`src/rtl/pbuf_load_sched_pkg.sv`:
```
// Shared types for the parameter-buffer load scheduler: packed command and FSM states.
package pbuf_load_sched_pkg;

  localparam int PE_NUM_DEF = 32;

  typedef struct packed {
    logic [PE_NUM_DEF-1:0] mask;
    logic                  depool;
    logic [1:0]            row_num;
    logic [3:0]            pix_num;
    logic [3:0]            ch_num;
    logic [3:0]            mode;
    logic [7:0]            trans_num;
  } load_cmd_t;

  typedef enum logic [2:0] {
    S_IDLE, S_ISSUE, S_ACK, S_RUN, S_RETIRE, S_ERR
  } sched_state_e;

endpackage

```
`src/rtl/pbuf_load_sched_fifo.sv`:
```
// Synchronous FIFO with combinational head read and full/empty flags; flush wins over push/pop.
module sync_fifo #(
  parameter int W     = 8,
  parameter int DEPTH = 4
) (
  input  logic         clk,
  input  logic         rst,
  input  logic         flush,
  input  logic         push,
  input  logic         pop,
  input  logic [W-1:0] din,
  output logic [W-1:0] dout,
  output logic         full,
  output logic         empty
);
  localparam int AW = $clog2(DEPTH);

  logic [W-1:0]  r_mem [DEPTH];
  logic [AW-1:0] r_wp, r_rp;
  logic [AW:0]   r_cnt;
  logic          w_push, w_pop;

  assign full   = (r_cnt == (AW+1)'(DEPTH));
  assign empty  = (r_cnt == '0);
  assign w_push = push && !full && !flush;
  assign w_pop  = pop && !empty && !flush;
  assign dout   = r_mem[r_rp];

  always_ff @(posedge clk) begin
    if (!rst || flush) begin
      r_wp  <= '0;
      r_rp  <= '0;
      r_cnt <= '0;
    end else begin
      if (w_push) r_wp <= r_wp + AW'(1);
      if (w_pop)  r_rp <= r_rp + AW'(1);
      r_cnt <= r_cnt + (AW+1)'(w_push) - (AW+1)'(w_pop);
    end
  end

  always_ff @(posedge clk) begin
    if (w_push) r_mem[r_wp] <= din;
  end
endmodule

```
`src/rtl/pbuf_load_sched.sv`:
```
// Load command sequencer: queues commands, issues them to the loader one at a time,
// holds configuration for the whole transfer and retires in order, with a RUN watchdog.
module pbuf_load_sched
  import pbuf_load_sched_pkg::*;
#(
  parameter int PE_NUM    = 32,
  parameter int CMD_DEPTH = 4,
  parameter int WDOG_W    = 16
) (
  input  logic              clk,
  input  logic              rst,
  input  logic              cmd_valid,
  output logic              cmd_ready,
  input  logic [7:0]        cmd_trans_num,
  input  logic [3:0]        cmd_mode,
  input  logic [3:0]        cmd_ch_num,
  input  logic [3:0]        cmd_pix_num,
  input  logic [1:0]        cmd_row_num,
  input  logic              cmd_depool,
  input  logic [PE_NUM-1:0] cmd_mask,
  input  logic              flush,
  input  logic [WDOG_W-1:0] wdog_lim,
  output logic              ld_start,
  input  logic              ld_done,
  output logic [7:0]        ld_trans_num,
  output logic [3:0]        ld_mode,
  output logic [3:0]        ld_ch_num,
  output logic [3:0]        ld_pix_num,
  output logic [1:0]        ld_row_num,
  output logic              ld_depool,
  output logic [PE_NUM-1:0] ld_mask,
  output logic              busy,
  output logic              cmd_retire,
  output logic [15:0]       retire_cnt,
  output logic              err_timeout
);
  sched_state_e r_state, w_nxt;
  load_cmd_t    w_cmd_in, w_cmd_out;
  logic         w_full, w_empty, w_pop;
  logic         r_ld_start, r_retire, r_err, r_ack_cnt;
  logic [15:0]  r_retire_cnt;
  logic [WDOG_W-1:0] r_wdog, w_wdog_inc;
  load_cmd_t    r_cfg;

  always_comb begin
    w_cmd_in           = '0;
    w_cmd_in.trans_num = cmd_trans_num;
    w_cmd_in.mode      = cmd_mode;
    w_cmd_in.ch_num    = cmd_ch_num;
    w_cmd_in.pix_num   = cmd_pix_num;
    w_cmd_in.row_num   = cmd_row_num;
    w_cmd_in.depool    = cmd_depool;
    w_cmd_in.mask      = PE_NUM_DEF'(cmd_mask);
  end

  sync_fifo #(.W($bits(load_cmd_t)), .DEPTH(CMD_DEPTH)) u_fifo (
    .clk(clk), .rst(rst), .flush(flush),
    .push(cmd_valid), .pop(w_pop), .din(w_cmd_in), .dout(w_cmd_out),
    .full(w_full), .empty(w_empty)
  );

  assign w_wdog_inc = r_wdog + WDOG_W'(1);

  always_comb begin
    w_nxt = r_state;
    w_pop = 1'b0;
    case (r_state)
      S_IDLE:   if (!w_empty) begin w_pop = 1'b1; w_nxt = S_ISSUE; end
      S_ISSUE:  w_nxt = S_ACK;
      // A loader that never drops done is treated as a zero-length transfer.
      S_ACK:    if (!ld_done) w_nxt = S_RUN;
                else if (r_ack_cnt) w_nxt = S_RETIRE;
      S_RUN:    if (ld_done) w_nxt = S_RETIRE;
                else if (wdog_lim != '0 && w_wdog_inc == wdog_lim) w_nxt = S_ERR;
      S_RETIRE: w_nxt = S_IDLE;
      S_ERR:    w_nxt = S_ERR;
      default:  w_nxt = S_IDLE;
    endcase
    if (flush) begin
      w_nxt = S_IDLE;
      w_pop = 1'b0;
    end
  end

  always_ff @(posedge clk) begin
    if (!rst) begin
      r_state      <= S_IDLE;
      r_ld_start   <= 1'b0;
      r_retire     <= 1'b0;
      r_retire_cnt <= '0;
      r_err        <= 1'b0;
      r_ack_cnt    <= 1'b0;
      r_wdog       <= '0;
      r_cfg        <= '0;
    end else begin
      r_state    <= w_nxt;
      r_ld_start <= (w_nxt == S_ISSUE);
      r_retire   <= (w_nxt == S_RETIRE);
      if (w_nxt == S_RETIRE) r_retire_cnt <= r_retire_cnt + 16'd1;
      r_ack_cnt  <= (r_state == S_ACK) && (w_nxt == S_ACK);
      r_wdog     <= (r_state == S_RUN && w_nxt == S_RUN) ? w_wdog_inc : '0;
      if (flush) r_err <= 1'b0;
      else if (r_state == S_RUN && w_nxt == S_ERR) r_err <= 1'b1;
      if (w_pop) r_cfg <= w_cmd_out;
    end
  end

  assign cmd_ready    = !w_full;
  assign busy         = (r_state != S_IDLE) || !w_empty;
  assign ld_start     = r_ld_start;
  assign cmd_retire   = r_retire;
  assign retire_cnt   = r_retire_cnt;
  assign err_timeout  = r_err;
  assign ld_trans_num = r_cfg.trans_num;
  assign ld_mode      = r_cfg.mode;
  assign ld_ch_num    = r_cfg.ch_num;
  assign ld_pix_num   = r_cfg.pix_num;
  assign ld_row_num   = r_cfg.row_num;
  assign ld_depool    = r_cfg.depool;
  assign ld_mask      = PE_NUM'(r_cfg.mask);
endmodule

```
`config.mk`:
```
export PLATFORM = sky130hd
export DESIGN_NAME = pbuf_load_sched
export DESIGN_NICKNAME = d
export VERILOG_FILES = /design/src/rtl/pbuf_load_sched_pkg.sv /design/src/rtl/pbuf_load_sched_fifo.sv /design/src/rtl/pbuf_load_sched.sv
export SDC_FILE = /design/constraint.sdc
export NUM_CORES = 1
export LEC_CHECK = 0
export ABC_CLOCK_PERIOD_IN_PS = 3800
export CORE_MARGIN = 10
export CORE_UTILIZATION = 55
export CTS_CLUSTER_SIZE = 14
export DETAILED_ROUTE_END_ITERATION = 16
export MAX_ROUTING_LAYER = met4
export PLACE_DENSITY = 0.81
export SYNTH_ARGS = -nofsm -noshare
export SYNTH_HDL_FRONTEND = slang
export SYNTH_SLANG_ARGS = --single-unit
export TNS_END_PERCENT = 10
```
`constraint.sdc`:
```
create_clock -name clk -period 3.8 [get_ports clk]
set_input_delay 0.38 -clock clk [delete_from_list [all_inputs] [get_ports clk]]
set_output_delay 0.38 -clock clk [all_outputs]
set_load 0.02 [all_outputs]
```
== Word level (Yosys, flattened, before mapping) ==
Memory sizes are Yosys's and may differ from the RTL's. A register that Yosys moved wholly into a read port is not among the register bits.
Cells that the tools add are included.
W data, S select, Z words.

* Memories kept: 1
* Flip-flop bits (word level): 46
* Word-level logic and storage cells: 62
* Memory bits (writable): 220
* Output and inout port bits: 76
* Input port bits: 76

* Reduce and logical (&&, ||, !) cells: 21
* Multiplexer cells: 12
* Add/sub/neg operators: 6
* Bitwise operators: 1
* Eq/ne operators: 11

{| class="wikitable"
|+ Memories
! name !! depth !! bits a word !! rd ports !! clocked after Yosys merged registers in !! write ports !! RTL line !! source
|-
| u_fifo.r_mem || 4 || 55 || 1 || 1 || 1 || pbuf_load_sched_fifo.sv:18 || <nowiki>logic [W-1:0] r_mem [DEPTH];</nowiki>
|}

{| class="wikitable"
|+ Operators by type and width
! kind !! count
|-
| $add A16 B1 Y16 const B || 2
|-
| $mux W3 || 6
|-
| $eq A16 B16 Y1 || 1
|-
| $reduce_bool A16 Y1 || 1
|-
| $pmux W3 S5 || 1
|-
| $eq A3 B2 Y1 const B || 4
|-
| $eq A3 B3 Y1 const B || 4
|-
| $logic_and A1 B1 Y1 || 8
|-
| $eq A3 B1 Y1 const B || 2
|-
| $logic_not A3 Y1 || 2
|-
| $logic_not A1 Y1 || 5
|-
| $mux W1 || 5
|-
| $add A2 B1 Y2 const B || 2
|-
| $add A3 B1 Y3 || 1
|-
| $reduce_bool A3 Y1 || 1
|-
| $sub A3 B1 Y3 || 1
|-
| $logic_or A1 B1 Y1 || 2
|-
| $reduce_and A2 Y1 || 1
|-
| $reduce_or A2 Y1 || 1
|-
| $not A1 Y1 || 1
|}

== Depth between registers and ports, before layout ==
* Depth after elaboration: 10
* Mapped depth: 12
* Depth with buffers taken out: 11

== Hierarchy ==
Synthesis repeated with hierarchy kept, for this count alone.

* Cells, all modules: 902
* Area, all modules: 12971.2 um^2

{| class="wikitable"
|+ By module, submodules not included
! module !! area an instance (um^2) !! times used !! cells an instance !! seq. area each (um^2)
|-
| sync_fifo || 8453.1 || 1 || 339 || 6786.5
|-
| pbuf_load_sched || 4518.1 || 1 || 563 || 1881.8
|}

== Least setup slack after synthesis ==
No wires, ideal clock.

* Path kind: register to register
* From: register u_fifo.r_cnt[1]
* To: memory u_fifo.r_mem[0][0] (netlist bit), enable pin
* Cell stages (with the launch flop): 6
* Path buffers: 0
* Slack: 1.061 ns
* Clock period less this slack: 2.739 ns
* Arrival time: 2.321 ns
* Data required time: 3.382 ns
* Setup time: 0.418 ns
* Cell sequence: dfxtp_1 nor2_1 nand2_1 nand2_1 nor2_1 and2_1

* Word-level cells in the longest chain between the ends: 6

{| class="wikitable"
|+ RTL lines
! what !! RTL line !! source
|-
| start: declaration || pbuf_load_sched_fifo.sv:20 || <nowiki>logic [AW:0] r_cnt;</nowiki>
|-
| start signal: assignment || pbuf_load_sched_fifo.sv:37 || <nowiki>r_cnt <= r_cnt + (AW+1)'(w_push) - (AW+1)'(w_pop);</nowiki>
|-
| $eq A3 B3 Y1 || pbuf_load_sched_fifo.sv:23 || <nowiki>assign full = (r_cnt == (AW+1)'(DEPTH));</nowiki>
|-
| $logic_not A1 Y1 || n/a ||
|-
| via cmd_ready || pbuf_load_sched.sv:13 || <nowiki>output logic cmd_ready,</nowiki>
|-
| $logic_and A1 B1 Y1 (2 in a row) || pbuf_load_sched_fifo.sv:25 || <nowiki>assign w_push = push && !full && !flush;</nowiki>
|-
| via u_fifo.w_push || pbuf_load_sched_fifo.sv:21 || <nowiki>logic w_push, w_pop;</nowiki>
|-
| $mux W1 || pbuf_load_sched_fifo.sv:42 || <nowiki>if (w_push) r_mem[r_wp] <= din;</nowiki>
|-
| $mux W1 (not written as such) || pbuf_load_sched_fifo.sv:42 ||
|-
| end: declaration || pbuf_load_sched_fifo.sv:18 ||
|}

The timed path passes the listed nets, and every way through them passes these cells.

== Final worst setup path ==
* From: register r_wdog[0]
* To: register r_wdog[13]

* Word-level cells in the longest chain between the ends: 10

{| class="wikitable"
|+ RTL lines
! what !! RTL line !! source
|-
| start: declaration || pbuf_load_sched.sv:42 || <nowiki>logic [WDOG_W-1:0] r_wdog, w_wdog_inc;</nowiki>
|-
| start signal: assignment || pbuf_load_sched.sv:101 || <nowiki>r_wdog <= (r_state == S_RUN && w_nxt == S_RUN) ? w_wdog_inc : '0;</nowiki>
|-
| $add A16 B1 Y16 (*) || pbuf_load_sched.sv:62 || <nowiki>assign w_wdog_inc = r_wdog + WDOG_W'(1);</nowiki>
|-
| $eq A16 B16 Y1 || pbuf_load_sched.sv:74 || <nowiki>else if (wdog_lim != '0 && w_wdog_inc == wdog_lim) w_nxt = S_ERR;</nowiki>
|-
| $logic_and A1 B1 Y1 || pbuf_load_sched.sv:74 ||
|-
| $mux W3 || pbuf_load_sched.sv:74 ||
|-
| $mux W3 || pbuf_load_sched.sv:73 || <nowiki>S_RUN: if (ld_done) w_nxt = S_RETIRE;</nowiki>
|-
| $pmux W3 S5 || pbuf_load_sched.sv:67 || <nowiki>case (r_state)</nowiki>
|-
| $mux W3 || pbuf_load_sched.sv:79 || <nowiki>if (flush) begin</nowiki>
|-
| $eq A3 B2 Y1 || pbuf_load_sched.sv:101 ||
|-
| $logic_and A1 B1 Y1 || pbuf_load_sched.sv:101 ||
|-
| $reduce_and A2 Y1 (no source line) || n/a ||
|}

Every way passes the cells marked *; elsewhere a longest branch is shown, timed or not.
A chain may end at the register's enable or synchronous reset.

==> flow_summary.toml <==
[outcome]
status = "completed"

[floorplanning]
row_count = 55
die_h_um = 171.1
initial_core_util_pct = 55.61
io-pin-count = 152
die-area_sq_mm = 0.02926
placeableCoreArea_sq_mm = 0.02257
die_w_um = 171.1

[critical_path]
r2r_cells = 8
worstPathMaxFanout = 16
crit_chain = "ha_1, nand3_1, nor3b_1, xor3_1, o21bai_1, nor4_1, a2111o_2, nor2_1"
critPathLaunchType = "register"
rrSetupSlack_ns = 0.92
path_class = "register to register"
arrival_ns = 3.29
crit_slowest_cell = "nor3b_1"
cp-end-kind = "register"
required_ns = 4.21
r2r_end = "r_wdog[13]"
worstReg2RegStart = "r_wdog[0]"
crit_path_max_incr_delay_ns = 0.46

[detailed_routing]
remaining_drc_errors = 0
drtAntennaViolNets = 0
vias = 7416
dr.pass1.iters = 5
viasPerCell = 5.670
avgRoutedWirePerCell_um = 20.23
drt_wl_total_mm = 26.46
first_iter_violations = 547

[hold_path]
hold_end = "u_fifo.r_mem[2][51]"
hold_path.startpoint = "cmd_mask[28]"
holdPathStages = 1
hp-class = "input pin to register"

[synth]
synth-edff-count = 220
synthArstFlopShare_pct = 0
synth_nets = 925
yosysWarnings = 0
synth_seq_area_share_pct = 68.74
syn_inst = 840
syn-cell-area_sq_mm = 0.01255
synth.top_cell.area_share_pct = 52.63
ys_types = 58
avgSynthCellArea_sq_um = 14.94
ys_ff_latch = 321
ys.flop_type = "edfxtp_1"
ys_top_cells_by_area = "edfxtp_1 53%, dfxtp_1 16%, mux4_2 9.9%"
synth_top_cell_by_area = "edfxtp_1"

[layout]
drive_above_1_share_pct = 13.14
fin_nets = 1080
most-common-layout-cells = "220 x edfxtp_1, 150 x clkdlybuf4s50_1, 131 x nand2_1"
fillers = 1544
layout_commonest_cell = "edfxtp_1"
area_growth_pct = 23.42

[timing]
fin_crit_sh_pct = 75.89
grt_setup_unrepaired = "no"
clock.fmax_ghz = 0.3468
fin_tns_setup_ns = 0
max_slew_margin_pct = 49.03
final.setup_skew_ns = 0.02521
finalWorstSetupSlack_ns = 0.9163
slew_violations = 0
setup_viol = 0
hold_violations = 0
tightest_slew_ns = 0.7646
fin_crit_ns = 2.884

[global_routing]
grtUsageMet1_pct = 23.39
busiest_layer = "met2"
grt_first_pass_wirelength_mm = 41.78
grt_pass1_vias = 7766
antenna_found_initial = 3
overflow = 0
grt_use_total_pct = 18.56
grt.met3_usage_pct = 4.032
grt_max_degree = 76
gr-usage-met2_pct = 30.21

[placement]
gp_congestion = 0.8935
io_buffer_count = 151
pre_cts_ws_ns = 0.8862
hpwl_mm = 16.35

[cts]
root_buffer = "clkbuf_16"
cts_tree = "yes"
cts_buffer_depth = 3
clkTransAtPathRegs_ns = 0.06
cts_sinks = 321
cts_resized = 0
h-tree-depth = 1
cts_made_buffers = 31
post_cts_buffers = 0
cts_hold_buf = 0
clk_latency_ns = 0.55

[pwr]
p_per_area_mw_per_mm2 = 487.9
vdd_drop_max_mv = 0.4041
power_leakage_uw = 0.004958

[run]
drv_cap = 0
[report_power, final]
part	internal (uW)	switching, uW	leakage [uW]
Combinational	256	276	0.00161
Sequential	3820	43.2	0.00281
Clock	1910	1250	0.000529
[routing by layer]
layer	routed length, um	share of wire [%]
met1	11160	42
met2	13120	50
met3	1847	7.0
met4	333	1.3
met5	0	0
[how the worst max path moves through the flow]
| stage | startpoint | to | slack (ns) | cells after the start |
|---|---|---|---|---|
| after floorplan | u_fifo.r_cnt[1] | u_fifo.r_mem[0][0] | 1.06 | 5 |
| after global placement | ld_done | retire_cnt[11] | 0.92 | 7 |
| after detailed placement | ld_done | retire_cnt[11] | 0.89 | 7 |
| after CTS | r_wdog[0] | r_wdog[13] | 0.95 | 8 |
| after global routing | r_wdog[0] | r_wdog[5] | 0.61 | 8 |
| final | r_wdog[0] | r_wdog[13] | 0.92 | 8 |
[per-stage QoR]
| stage | instances | hold WS (ns) | instance area [sq um] | util [%] | total power, uW |
|---|---|---|---|---|---|
| after floorplan | 840 | 0.4209 | 12550 | - | 4202 |
| after global placement | 1247 | 0.4432 | 14410 | 63.85 | 4458 |
| after detailed placement | 1247 | 0.4476 | 14410 | 63.85 | 4474 |
| after CTS | 1305 | 0.4408 | 15480 | 68.60 | 7627 |
| after global routing | 1308 | 0.4529 | 15490 | 68.63 | 7823 |
| final | 1308 | 0.4594 | 15490 | 68.63 | 7558 |
[state kept, by name, indices dropped and copies added, names as in the netlist, 3 cells and up]
register / count
u_fifo.r_mem: 220
r_wdog: 16
ld_mask: 32
ld_trans_num: 8
retire_cnt: 16
ld_pix_num: 4
u_fifo.r_cnt: 3
r_state: 3
ld_mode: 4
ld_ch_num: 4
[synth_stat cells (all sizes together) (4+ instances only)]
cell type  instances
edfxtp           220
nand2            131
dfxtp            101
a21boi            59
mux4              55
nor2              38
clkbuf            26
xnor2             22
xor2              18
inv               16
nor3              14
nand3             13
and2              12
buf               12
o21ai             12
nor4              11
a21oi              9
ha                 8
or3                8
nand4              7
nor2b              5
nand3b             4
or4                4
[cell type report]
| class | count | area, sq um | share of cell area [%] |
|---|---|---|---|
| antenna | 3 | 7.507 | 0.04846 |
| inverter | 16 | 60.06 | 0.3877 |
| sequential | 321 | 8633 | 55.73 |
| tap | 285 | 356.6 | 2.302 |
| clock buffer | 40 | 849.6 | 5.484 |
| timing repair buffer | 160 | 1649 | 10.65 |
| multi-input combinational | 465 | 3714 | 23.97 |
| clock inverter | 18 | 221.5 | 1.430 |
[cells by family after synthesis]
kind of cell    count (synthesis)  share of synthesized area [%]
buf+inv                        54                          1.725
mux                            56                          9.948
fa+ha+maj                       9                         0.9570
simple gates                  262                          9.839
flops                         321                          68.74
xor+xnor                       42                          3.160
compound gates                 96                          5.632
[critical path: cells and delay by family, from the launching register on]
| family | cells | cell delay, ns |
|---|---|---|
| xor gates and xnor gates | 1 | 0.32 |
| and+or+nand+nor | 4 | 1.20 |
| adders and majority gates | 1 | 0.21 |
| DFF | 1 | 0.42 |
| AOI/OAI and AO/OA | 2 | 0.59 |
No activity file was read; power rests on OpenSTA's default activity.
